[config.mk]
export PLATFORM = sky130hd
export DESIGN_NAME = execute_cycle_flat
export DESIGN_NICKNAME = d
export VERILOG_FILES = /design/src/rtl/execute_cycle_pkg.sv /design/src/rtl/execute_cycle_if.sv /design/src/rtl/execute_cycle_alu.sv /design/src/rtl/execute_cycle.sv /design/src/flat_wrapper.sv
export SDC_FILE = /design/constraint.sdc
export NUM_CORES = 1
export LEC_CHECK = 0
export CAP_MARGIN = 20
export CORE_MARGIN = 5
export CORE_UTILIZATION = 44
export CTS_CLUSTER_DIAMETER = 40
export DETAILED_ROUTE_END_ITERATION = 6
export GPL_TIMING_DRIVEN = 0
export MAX_ROUTING_LAYER = met4
export PLACE_DENSITY = 0.8
export SLEW_MARGIN = 0
export SYNTH_ARGS = -nofsm -noshare
export SYNTH_HDL_FRONTEND = slang
export SYNTH_SLANG_ARGS = --single-unit
[constraint.sdc]
create_clock -name clk -period 8.85 [get_ports clk]
set_clock_uncertainty 0.1 [all_clocks]
set_input_delay 2.2125 -clock clk [delete_from_list [all_inputs] [get_ports clk]]
set_output_delay 2.2125 -clock clk [all_outputs]
set_load 0.05 [all_outputs]
[src/rtl/execute_cycle_pkg.sv]
// Shared definitions for the execute stage: widths, ALU opcodes, forward selects,
// the EX/MEM register layout and the forward-mux helper.
package execute_cycle_pkg;

  localparam int unsigned XLEN   = 32;
  localparam int unsigned REG_AW = 5;

  localparam logic [2:0] ALU_ADD = 3'b000;
  localparam logic [2:0] ALU_SUB = 3'b001;
  localparam logic [2:0] ALU_AND = 3'b010;
  localparam logic [2:0] ALU_OR  = 3'b011;
  localparam logic [2:0] ALU_SLT = 3'b101;

  localparam logic [1:0] FWD_REG = 2'b00;
  localparam logic [1:0] FWD_WB  = 2'b01;
  localparam logic [1:0] FWD_MEM = 2'b10;

  typedef struct packed {
    logic              reg_write;
    logic              mem_write;
    logic              result_src;
    logic [REG_AW-1:0] rd;
    logic [XLEN-1:0]   alu_result;
    logic [XLEN-1:0]   write_data;
    logic [XLEN-1:0]   pc_plus4;
  } exmem_t;

  // Select 2'b11 falls back to the register-file value.
  function automatic logic [XLEN-1:0] fwd_sel(logic [1:0] sel, logic [XLEN-1:0] rf,
                                              logic [XLEN-1:0] wb, logic [XLEN-1:0] mem);
    case (sel)
      FWD_WB:  return wb;
      FWD_MEM: return mem;
      default: return rf;
    endcase
  endfunction

endpackage

[src/rtl/execute_cycle_if.sv]
// Bundle between decode/hazard unit (master) and the execute stage (slave).
interface execute_cycle_if;
  import execute_cycle_pkg::*;

  // ID/EX register contents
  logic              RegWriteE;
  logic              ALUSrcE;
  logic              MemWriteE;
  logic              ResultSrcE;
  logic              BranchE;
  logic [2:0]        ALUControlE;
  logic [XLEN-1:0]   RD1_E;
  logic [XLEN-1:0]   RD2_E;
  logic [XLEN-1:0]   Imm_Ext_E;
  logic [REG_AW-1:0] RD_E;
  logic [XLEN-1:0]   PCE;
  logic [XLEN-1:0]   PCPlus4E;
  // Hazard unit / write-back
  logic [1:0]        ForwardAE;
  logic [1:0]        ForwardBE;
  logic [XLEN-1:0]   ResultW;
  logic              FlushM;
  // Branch redirect
  logic              PCSrcE;
  logic [XLEN-1:0]   PCTargetE;
  // EX/MEM register
  logic              RegWriteM;
  logic              MemWriteM;
  logic              ResultSrcM;
  logic [REG_AW-1:0] RD_M;
  logic [XLEN-1:0]   ALUResultM;
  logic [XLEN-1:0]   WriteDataM;
  logic [XLEN-1:0]   PCPlus4M;

  modport master (
    output RegWriteE, ALUSrcE, MemWriteE, ResultSrcE, BranchE, ALUControlE,
           RD1_E, RD2_E, Imm_Ext_E, RD_E, PCE, PCPlus4E,
           ForwardAE, ForwardBE, ResultW, FlushM,
    input  PCSrcE, PCTargetE, RegWriteM, MemWriteM, ResultSrcM, RD_M,
           ALUResultM, WriteDataM, PCPlus4M
  );

  modport slave (
    input  RegWriteE, ALUSrcE, MemWriteE, ResultSrcE, BranchE, ALUControlE,
           RD1_E, RD2_E, Imm_Ext_E, RD_E, PCE, PCPlus4E,
           ForwardAE, ForwardBE, ResultW, FlushM,
    output PCSrcE, PCTargetE, RegWriteM, MemWriteM, ResultSrcM, RD_M,
           ALUResultM, WriteDataM, PCPlus4M
  );

endinterface

[src/rtl/execute_cycle_alu.sv]
// Combinational ALU: add/sub/and/or/slt, unused opcodes yield zero.
module execute_cycle_alu
  import execute_cycle_pkg::*;
(
  input  logic [XLEN-1:0] src_a_i,
  input  logic [XLEN-1:0] src_b_i,
  input  logic [2:0]      alu_ctrl_i,
  output logic [XLEN-1:0] result_o,
  output logic            zero_o
);

  // Operation decode; add/sub wrap, slt is signed and zero-extended.
  always_comb begin
    result_o = '0;
    case (alu_ctrl_i)
      ALU_ADD: result_o = src_a_i + src_b_i;
      ALU_SUB: result_o = src_a_i - src_b_i;
      ALU_AND: result_o = src_a_i & src_b_i;
      ALU_OR:  result_o = src_a_i | src_b_i;
      ALU_SLT: result_o = {{(XLEN-1){1'b0}}, ($signed(src_a_i) < $signed(src_b_i))};
      default: result_o = '0;
    endcase
  end

  assign zero_o = (result_o == '0);

endmodule

[src/rtl/execute_cycle.sv]
// Execute stage: operand forwarding, ALU, beq resolution, branch target and EX/MEM register.
module execute_cycle
  import execute_cycle_pkg::*;
(
  input  logic           clk,
  input  logic           rst,
  execute_cycle_if.slave bus
);

  logic [XLEN-1:0] src_a;
  logic [XLEN-1:0] rd2_fwd;
  logic [XLEN-1:0] src_b;
  logic [XLEN-1:0] alu_result;
  logic            alu_zero;
  exmem_t          exmem_d;
  exmem_t          exmem_q;

  // Operand selection; the MEM-stage source is our own registered result, so no comb loop.
  always_comb begin
    src_a   = fwd_sel(bus.ForwardAE, bus.RD1_E, bus.ResultW, exmem_q.alu_result);
    rd2_fwd = fwd_sel(bus.ForwardBE, bus.RD2_E, bus.ResultW, exmem_q.alu_result);
    src_b   = bus.ALUSrcE ? bus.Imm_Ext_E : rd2_fwd;
  end

  execute_cycle_alu u_alu (
    .src_a_i    (src_a),
    .src_b_i    (src_b),
    .alu_ctrl_i (bus.ALUControlE),
    .result_o   (alu_result),
    .zero_o     (alu_zero)
  );

  assign bus.PCSrcE    = bus.BranchE & alu_zero;
  assign bus.PCTargetE = bus.PCE + bus.Imm_Ext_E;

  // Next EX/MEM contents; a flush kills only the side-effecting controls and destination.
  always_comb begin
    exmem_d.reg_write  = bus.RegWriteE;
    exmem_d.mem_write  = bus.MemWriteE;
    exmem_d.result_src = bus.ResultSrcE;
    exmem_d.rd         = bus.RD_E;
    exmem_d.alu_result = alu_result;
    exmem_d.write_data = rd2_fwd;
    exmem_d.pc_plus4   = bus.PCPlus4E;
    if (bus.FlushM) begin
      exmem_d.reg_write  = 1'b0;
      exmem_d.mem_write  = 1'b0;
      exmem_d.result_src = 1'b0;
      exmem_d.rd         = '0;
    end
  end

  // EX/MEM register, loads every edge; reset wins over flush.
  always_ff @(posedge clk) begin
    if (rst) begin
      exmem_q <= '0;
    end else begin
      exmem_q <= exmem_d;
    end
  end

  assign bus.RegWriteM  = exmem_q.reg_write;
  assign bus.MemWriteM  = exmem_q.mem_write;
  assign bus.ResultSrcM = exmem_q.result_src;
  assign bus.RD_M       = exmem_q.rd;
  assign bus.ALUResultM = exmem_q.alu_result;
  assign bus.WriteDataM = exmem_q.write_data;
  assign bus.PCPlus4M   = exmem_q.pc_plus4;

endmodule

[src/flat_wrapper.sv]
// flat-port wrapper written by rule: the top's interface ports become plain ports
module execute_cycle_flat import execute_cycle_pkg::*;
  (clk, rst, bus_RegWriteE, bus_ALUSrcE, bus_MemWriteE, bus_ResultSrcE, bus_BranchE, bus_ALUControlE, bus_RD1_E, bus_RD2_E, bus_Imm_Ext_E, bus_RD_E, bus_PCE, bus_PCPlus4E, bus_ForwardAE, bus_ForwardBE, bus_ResultW, bus_FlushM, bus_PCSrcE, bus_PCTargetE, bus_RegWriteM, bus_MemWriteM, bus_ResultSrcM, bus_RD_M, bus_ALUResultM, bus_WriteDataM, bus_PCPlus4M);
  execute_cycle_if bus_i ();
  input  logic clk;
  input  logic rst;
  input wire logic [$bits(bus_i.RegWriteE)-1:0] bus_RegWriteE;
  input wire logic [$bits(bus_i.ALUSrcE)-1:0] bus_ALUSrcE;
  input wire logic [$bits(bus_i.MemWriteE)-1:0] bus_MemWriteE;
  input wire logic [$bits(bus_i.ResultSrcE)-1:0] bus_ResultSrcE;
  input wire logic [$bits(bus_i.BranchE)-1:0] bus_BranchE;
  input wire logic [$bits(bus_i.ALUControlE)-1:0] bus_ALUControlE;
  input wire logic [$bits(bus_i.RD1_E)-1:0] bus_RD1_E;
  input wire logic [$bits(bus_i.RD2_E)-1:0] bus_RD2_E;
  input wire logic [$bits(bus_i.Imm_Ext_E)-1:0] bus_Imm_Ext_E;
  input wire logic [$bits(bus_i.RD_E)-1:0] bus_RD_E;
  input wire logic [$bits(bus_i.PCE)-1:0] bus_PCE;
  input wire logic [$bits(bus_i.PCPlus4E)-1:0] bus_PCPlus4E;
  input wire logic [$bits(bus_i.ForwardAE)-1:0] bus_ForwardAE;
  input wire logic [$bits(bus_i.ForwardBE)-1:0] bus_ForwardBE;
  input wire logic [$bits(bus_i.ResultW)-1:0] bus_ResultW;
  input wire logic [$bits(bus_i.FlushM)-1:0] bus_FlushM;
  output wire logic [$bits(bus_i.PCSrcE)-1:0] bus_PCSrcE;
  output wire logic [$bits(bus_i.PCTargetE)-1:0] bus_PCTargetE;
  output wire logic [$bits(bus_i.RegWriteM)-1:0] bus_RegWriteM;
  output wire logic [$bits(bus_i.MemWriteM)-1:0] bus_MemWriteM;
  output wire logic [$bits(bus_i.ResultSrcM)-1:0] bus_ResultSrcM;
  output wire logic [$bits(bus_i.RD_M)-1:0] bus_RD_M;
  output wire logic [$bits(bus_i.ALUResultM)-1:0] bus_ALUResultM;
  output wire logic [$bits(bus_i.WriteDataM)-1:0] bus_WriteDataM;
  output wire logic [$bits(bus_i.PCPlus4M)-1:0] bus_PCPlus4M;
  assign bus_i.RegWriteE = bus_RegWriteE;
  assign bus_i.ALUSrcE = bus_ALUSrcE;
  assign bus_i.MemWriteE = bus_MemWriteE;
  assign bus_i.ResultSrcE = bus_ResultSrcE;
  assign bus_i.BranchE = bus_BranchE;
  assign bus_i.ALUControlE = bus_ALUControlE;
  assign bus_i.RD1_E = bus_RD1_E;
  assign bus_i.RD2_E = bus_RD2_E;
  assign bus_i.Imm_Ext_E = bus_Imm_Ext_E;
  assign bus_i.RD_E = bus_RD_E;
  assign bus_i.PCE = bus_PCE;
  assign bus_i.PCPlus4E = bus_PCPlus4E;
  assign bus_i.ForwardAE = bus_ForwardAE;
  assign bus_i.ForwardBE = bus_ForwardBE;
  assign bus_i.ResultW = bus_ResultW;
  assign bus_i.FlushM = bus_FlushM;
  assign bus_PCSrcE = bus_i.PCSrcE;
  assign bus_PCTargetE = bus_i.PCTargetE;
  assign bus_RegWriteM = bus_i.RegWriteM;
  assign bus_MemWriteM = bus_i.MemWriteM;
  assign bus_ResultSrcM = bus_i.ResultSrcM;
  assign bus_RD_M = bus_i.RD_M;
  assign bus_ALUResultM = bus_i.ALUResultM;
  assign bus_WriteDataM = bus_i.WriteDataM;
  assign bus_PCPlus4M = bus_i.PCPlus4M;
  execute_cycle u_core (.clk(clk), .rst(rst), .bus(bus_i));
endmodule
* Word-level counts from Yosys, hierarchy flattened
Cells that the tools add are included.
** Operators by class
- Reduce and logical (&&, ||, !) cells :: 3
- $add $sub $neg :: 3
- Bitwise operators :: 3
- Multiplexer cells :: 4
- Magnitude comparators :: 1
- Equality and inequality tests :: 8
** Operators by type and width (number)
- $pmux 32 s5 :: 1
- $pmux 32 s2 :: 2
- $add 32x32->32 :: 2
- $and 32x32->32 :: 1
- $logic_not 32->1 :: 1
- $lt 32x32->1 :: 1
- $mux 32 :: 1
- $or 32x32->32 :: 1
- $sub 32x32->32 :: 1
- $eq 3x2->1 const B :: 2
- $eq 2x1->1 const B :: 2
- $eq 2x2->1 const B :: 2
- $eq 3x1->1 const B :: 1
- $eq 3x3->1 const B :: 1
- $logic_not 3->1 :: 1
- $reduce_or 2->1 :: 1
- $and 1x1->1 :: 1
** Storage, ports and cells
- Input port bits :: 212
- Word-level logic and storage cells :: 29
- Register bits :: 104
- Output and inout bits :: 137

* Longest topological paths before layout
- Word-level depth :: 7
- Mapped depth :: 21
- Gate-level depth less buffers :: 20

* Cells and area by module
A second synthesis with hierarchy kept.
** Unflattened totals
- Cells, all modules :: 1572
- Area total of the unflattened synthesis :: 11377.2 um^2
** Modules (own cells, without submodules)
- execute_cycle :: area each 5844.4 um^2, sequential area each 2082.0 um^2, instances 1, cells each 738
- execute_cycle_alu :: area each 5532.8 um^2, sequential area each 0.0 um^2, instances 1, cells each 834

* Worst setup path after synthesis
Ideal clock, no wire load.
- Kind :: input to output
- Start point :: in bus_ForwardBE[0]
- End point :: out bus_PCSrcE
- Stages :: 20
- Setup slack :: -0.402 ns
- Path buffers :: 2
- Required time :: 6.537 ns
- Arrival time :: 6.939 ns
- Cells stage by stage :: inv_1 ha_1 clkbuf_1 buf_1 a21oi_1 o21ai_0 ha_1 inv_1 fa_1 nor2b_1 o211ai_1 a21oi_2 o21bai_4 a211oi_2 o311a_1 o31ai_1 or3b_1 a2111oi_2 o2111ai_1 nor2_1
** On the way
- Longest elaborated chain between the ends :: 7
- Elaborated cells between the ends (all ways) :: 12
- Those cells by class :: add/sub (2); order compare (1); eq/ne (2); mux (3); bitwise (3); reduce/logical (1)
** Ends and longest elaborated chain
- start, declared :: line flat_wrapper.sv:20 : input wire logic [$bits(bus_i.ForwardBE)-1:0] bus_ForwardBE;
- $eq 2x2->1 / $eq 2x1->1 (equally long branches) :: line execute_cycle_pkg.sv:31 : case (sel)
- $pmux 32 s2 (*) :: line execute_cycle_pkg.sv:31
- $mux 32 (*) :: line execute_cycle.sv:22 : src_b = bus.ALUSrcE ? bus.Imm_Ext_E : rd2_fwd;
- $sub 32x32->32 (tied with other cells) :: line execute_cycle_alu.sv:17 : ALU_SUB: result_o = src_a_i - src_b_i;
- $pmux 32 s5 (*) :: line execute_cycle_alu.sv:15 : case (alu_ctrl_i)
- $logic_not 32->1 (*) :: line execute_cycle_alu.sv:25 : assign zero_o = (result_o == '0);
- $and 1x1->1 (*) :: line execute_cycle.sv:33 : assign bus.PCSrcE = bus.BranchE & alu_zero;
- end, declared :: line flat_wrapper.sv:23 : output wire logic [$bits(bus_i.PCSrcE)-1:0] bus_PCSrcE;
Every way passes the cells marked *; elsewhere a longest branch is shown, timed or not.

* Worst setup path after layout
- Start point :: in bus_ForwardAE[0]
- End point :: out bus_PCSrcE
** On the way
- Longest elaborated chain between the ends :: 6
- Elaborated cells between the ends (all ways) :: 11
- Those cells by class :: add/sub (2); order compare (1); eq/ne (2); mux (2); bitwise (3); reduce/logical (1)
** Ends and longest elaborated chain
- start, declared :: line flat_wrapper.sv:19 : input wire logic [$bits(bus_i.ForwardAE)-1:0] bus_ForwardAE;
- $eq 2x2->1 / $eq 2x1->1 (equally long branches) :: line execute_cycle_pkg.sv:31
- $pmux 32 s2 (*) :: line execute_cycle_pkg.sv:31
- $sub 32x32->32 (tied with other cells) :: line execute_cycle_alu.sv:17
- $pmux 32 s5 (*) :: line execute_cycle_alu.sv:15
- $logic_not 32->1 (*) :: line execute_cycle_alu.sv:25
- $and 1x1->1 (*) :: line execute_cycle.sv:33
Marks and branches as above.

==> results_dict.tcl <==
set metrics [dict create \
    ys_top_cells_by_count "nor2_1, ha_1, a21oi_1, nand2_1, o21ai_0" \
    vdd_drop_max_v 0.000102 \
    wire_per_inst_um 24.4 \
    synth_most_common_cell "nor2_1" \
    post-place-ws_ns -2.79 \
    initial_utilization_pct 44.4 \
    end_kind "output port" \
    powerDensity_nw_per_um2 151 \
    io_buffers 345 \
    ys_ff_latch 104 \
    ys_top_cells_by_area "dfxtp_1, ha_1, a21oi_1, nor2_1, o21ai_0" \
    synth_edf_count 0 \
    hold_violations 0 \
    drc_errors 0 \
    hold_slack_ns 0.581 \
    core_um2 25000 \
    routed-via-count 13500 \
    grt_overflow 0 \
    synth_top_area_share_pct 18.8 \
    ant_nets 0 \
    grt_max_degree 22 \
    startpoint_type "input pin" \
    cts.clk_slew.worst_paths_ns 0.09 \
    cts_tree "yes" \
    finalSetupViolations 1 \
    synth_seq_area_share_pct 18.8 \
    synth_cell_types 93 \
    area_growth_pct 45.7 \
    cp.required_ns 6.54 \
    synth_warnings 0 \
    dpl.cell_count 2193 \
    cts-buffers-inserted 9 \
    max_stage_delay_ns 0.38 \
    dpl.hpwl_mm 44.7 \
    antenna_found_initial 7 \
    fin_crit_sh_pct 103 \
    die_h_um 169 \
    fin_nets 2256 \
    rows 58 \
    via_per_inst 6.03 \
    path_cells "dlygate4sd2_1, inv_1, ha_4, clkbuf_8, nand2_1, o21ai_2, inv_1, ha_2, inv_2, fa_2, nor2b_4, o211ai_1, buf_4, a21oi_4, o21bai_4, buf_12, a21oi_4, o311a_1, o31a_1, o311a_1, nor4_2, o2111ai_2, nor2_4, buf_6" \
    finalMaxSlewViolations 0 \
    ioPinCount 349 \
    leakage_nw 6.68 \
    drive_above_1_share_pct 11.4 \
    root_buffer "clkbuf_16" \
    violations "negative setup slack" \
    grt_pass1_wl_mm 78.8 \
    worstPathMaxFanout 10 \
    drt_iter0_markers 1418 \
    rsz0062_at_grt "yes" \
    min_period_ns 9.16 \
    grt_pass1_vias 12800 \
    fmax_ghz 0.109 \
    syn_area_per_cell_um2 7.30 \
    timing_worst_setup_path_type "input pin to output port" \
    slowest_stage "o311a_1" \
    maxCapViolCount 0 \
    grt_use_total_pct 37.1 \
    clock_latency_ns 0.37 \
    h-tree-depth 3 \
    syn_area_um2 11100 \
    cts_sinks 104 \
    place.gp.congestion 1.03 \
    utilization_pct 64.7 \
    crit_arrival_ns 6.85 \
    layout.cells.non_filler 2239 \
    synthFlopType "dfxtp_1" \
    cts_hold_buf 0 \
    synth_top_area_cell "dfxtp_1" \
    async_flop_share_pct 0 \
    drtPass1Iterations 7 \
    tightest_slew_ns 0.917 \
    syn_nets 1877 \
    die_w_um 169 \
    die_area_um2 28500 \
    status "finished with violations" \
    wl_mm 54.7 \
    finalWorstSetupSlack_ns -0.309 \
    worst_slew_margin_rel_pct 38.9 \
    clock_path_buffers 2 \
    syn_inst 1518 \
    n_fill_cell 2237 \
    min_path_type "flip-flop to flip-flop" \
]
==> final cells by class <==
type	instances	area, um2	share of cell area, %
diodes	7	17.5	0.108
plain buffers	86	489	3.03
clock buffers	9	225	1.39
clock inverters	7	85.1	0.527
inverters	110	418	2.59
multi-input cells	1213	8730	54.0
flip-flops and latches	104	2080	12.9
well taps	330	413	2.56
repair buffers	373	3690	22.9
==> power by group <==
| group | internal [mW] | switching, mW |
|---|---|---|
| sequential | 0.501 | 0.0208 |
| clock | 0.202 | 0.218 |
| combinational | 0.557 | 0.932 |
| total | 1.26 | 1.17 |
==> cell families (layout without fill, tap and decap cells) <==
group	after synthesis	count (layout)	synth area share [%]
AOI/OAI and AO/OA	525	525	31.9
and+or+nand+nor	489	489	21.0
buffers and inverters	201	585	7.12
adders and majority gates	147	147	16.8
DFF	104	104	18.8
xor gates and xnor gates	46	46	3.64
muxes	6	6	0.666
other	0	7	0
==> per-layer routing <==
metal / wire (um) / share of wire (%) / track usage [%]
met3: 4360 / 8.0 / 5.67
met4: 2890 / 5.3 / 16.9
met1: 21400 / 39 / 44.6
met2: 26000 / 48 / 61.3
met5: 0 / 0 / -
==> state kept, by name (all words and copies together) (netlist names) <==
signal	flops
u_core.bus.PCPlus4M	32
u_core.bus.RD_M	5
u_core.bus.ALUResultM	32
u_core.bus.WriteDataM	32
u_core.bus.RegWriteM	1
u_core.bus.MemWriteM	1
u_core.bus.ResultSrcM	1
==> metrics by stage <==
stage / instance area [um2] / power [mW] / setup TNS [ns]
finish: 16100 / 2.43 / -0.309
global route: 16100 / 2.53 / -0.381
floorplan: 11100 / 1.40 / 0
detailed placement: 15000 / 1.87 / -2.79
CTS: 16000 / 2.38 / -0.128
global placement: 15000 / 1.87 / -2.79
==> critical path: cells and delay by family <==
kind	cells	cell delay, ns
AOI/OAI and AO/OA	9	1.86
buffers and inverters	8	1.19
and+or+nand+nor	4	0.73
adders and majority gates	3	0.84
==> cells in the final DEF (no fill, tap or decap), types with 21 or more instances in the layout <==
cell type / n
buf_4: 31
a21o_1: 29
nor2_1: 155
nor2b_1: 51
a21oi_1: 119
clkdlybuf4s50_1: 336
nand3_1: 22
a22oi_1: 63
xnor2_1: 37
o21ai_1: 24
o21ai_2: 21
o21ai_0: 75
inv_1: 104
ha_1: 132
nand2_1: 127
dfxtp_1: 104
clkbuf_1: 35
nor3_1: 32
==> final timing paths <==
kind                                        startpoint                                   end  slack [ns]  cells past startpoint
setup / recovery                      bus_ForwardAE[0]                            bus_PCSrcE       -0.31                     24
hold / removal    u_core.bus.ALUResultM[30]$_SDFF_PP0_  u_core.bus.WriteDataM[30]$_SDFF_PP0_        0.58                      4
hold reg to reg   u_core.bus.ALUResultM[30]$_SDFF_PP0_  u_core.bus.WriteDataM[30]$_SDFF_PP0_        0.58                      4
setup reg to reg   u_core.bus.ALUResultM[6]$_SDFF_PP0_  u_core.bus.ALUResultM[29]$_SDFF_PP0_        4.46                     18
==> repair_timing <==
item,4_1_cts,5_1_grt
gates resized for setup,208,27
buffers inserted,21,5
pin swaps,42,10
setup endpoints to repair,1,4
cloned,2,0
(Power assumes the default switching activity.)
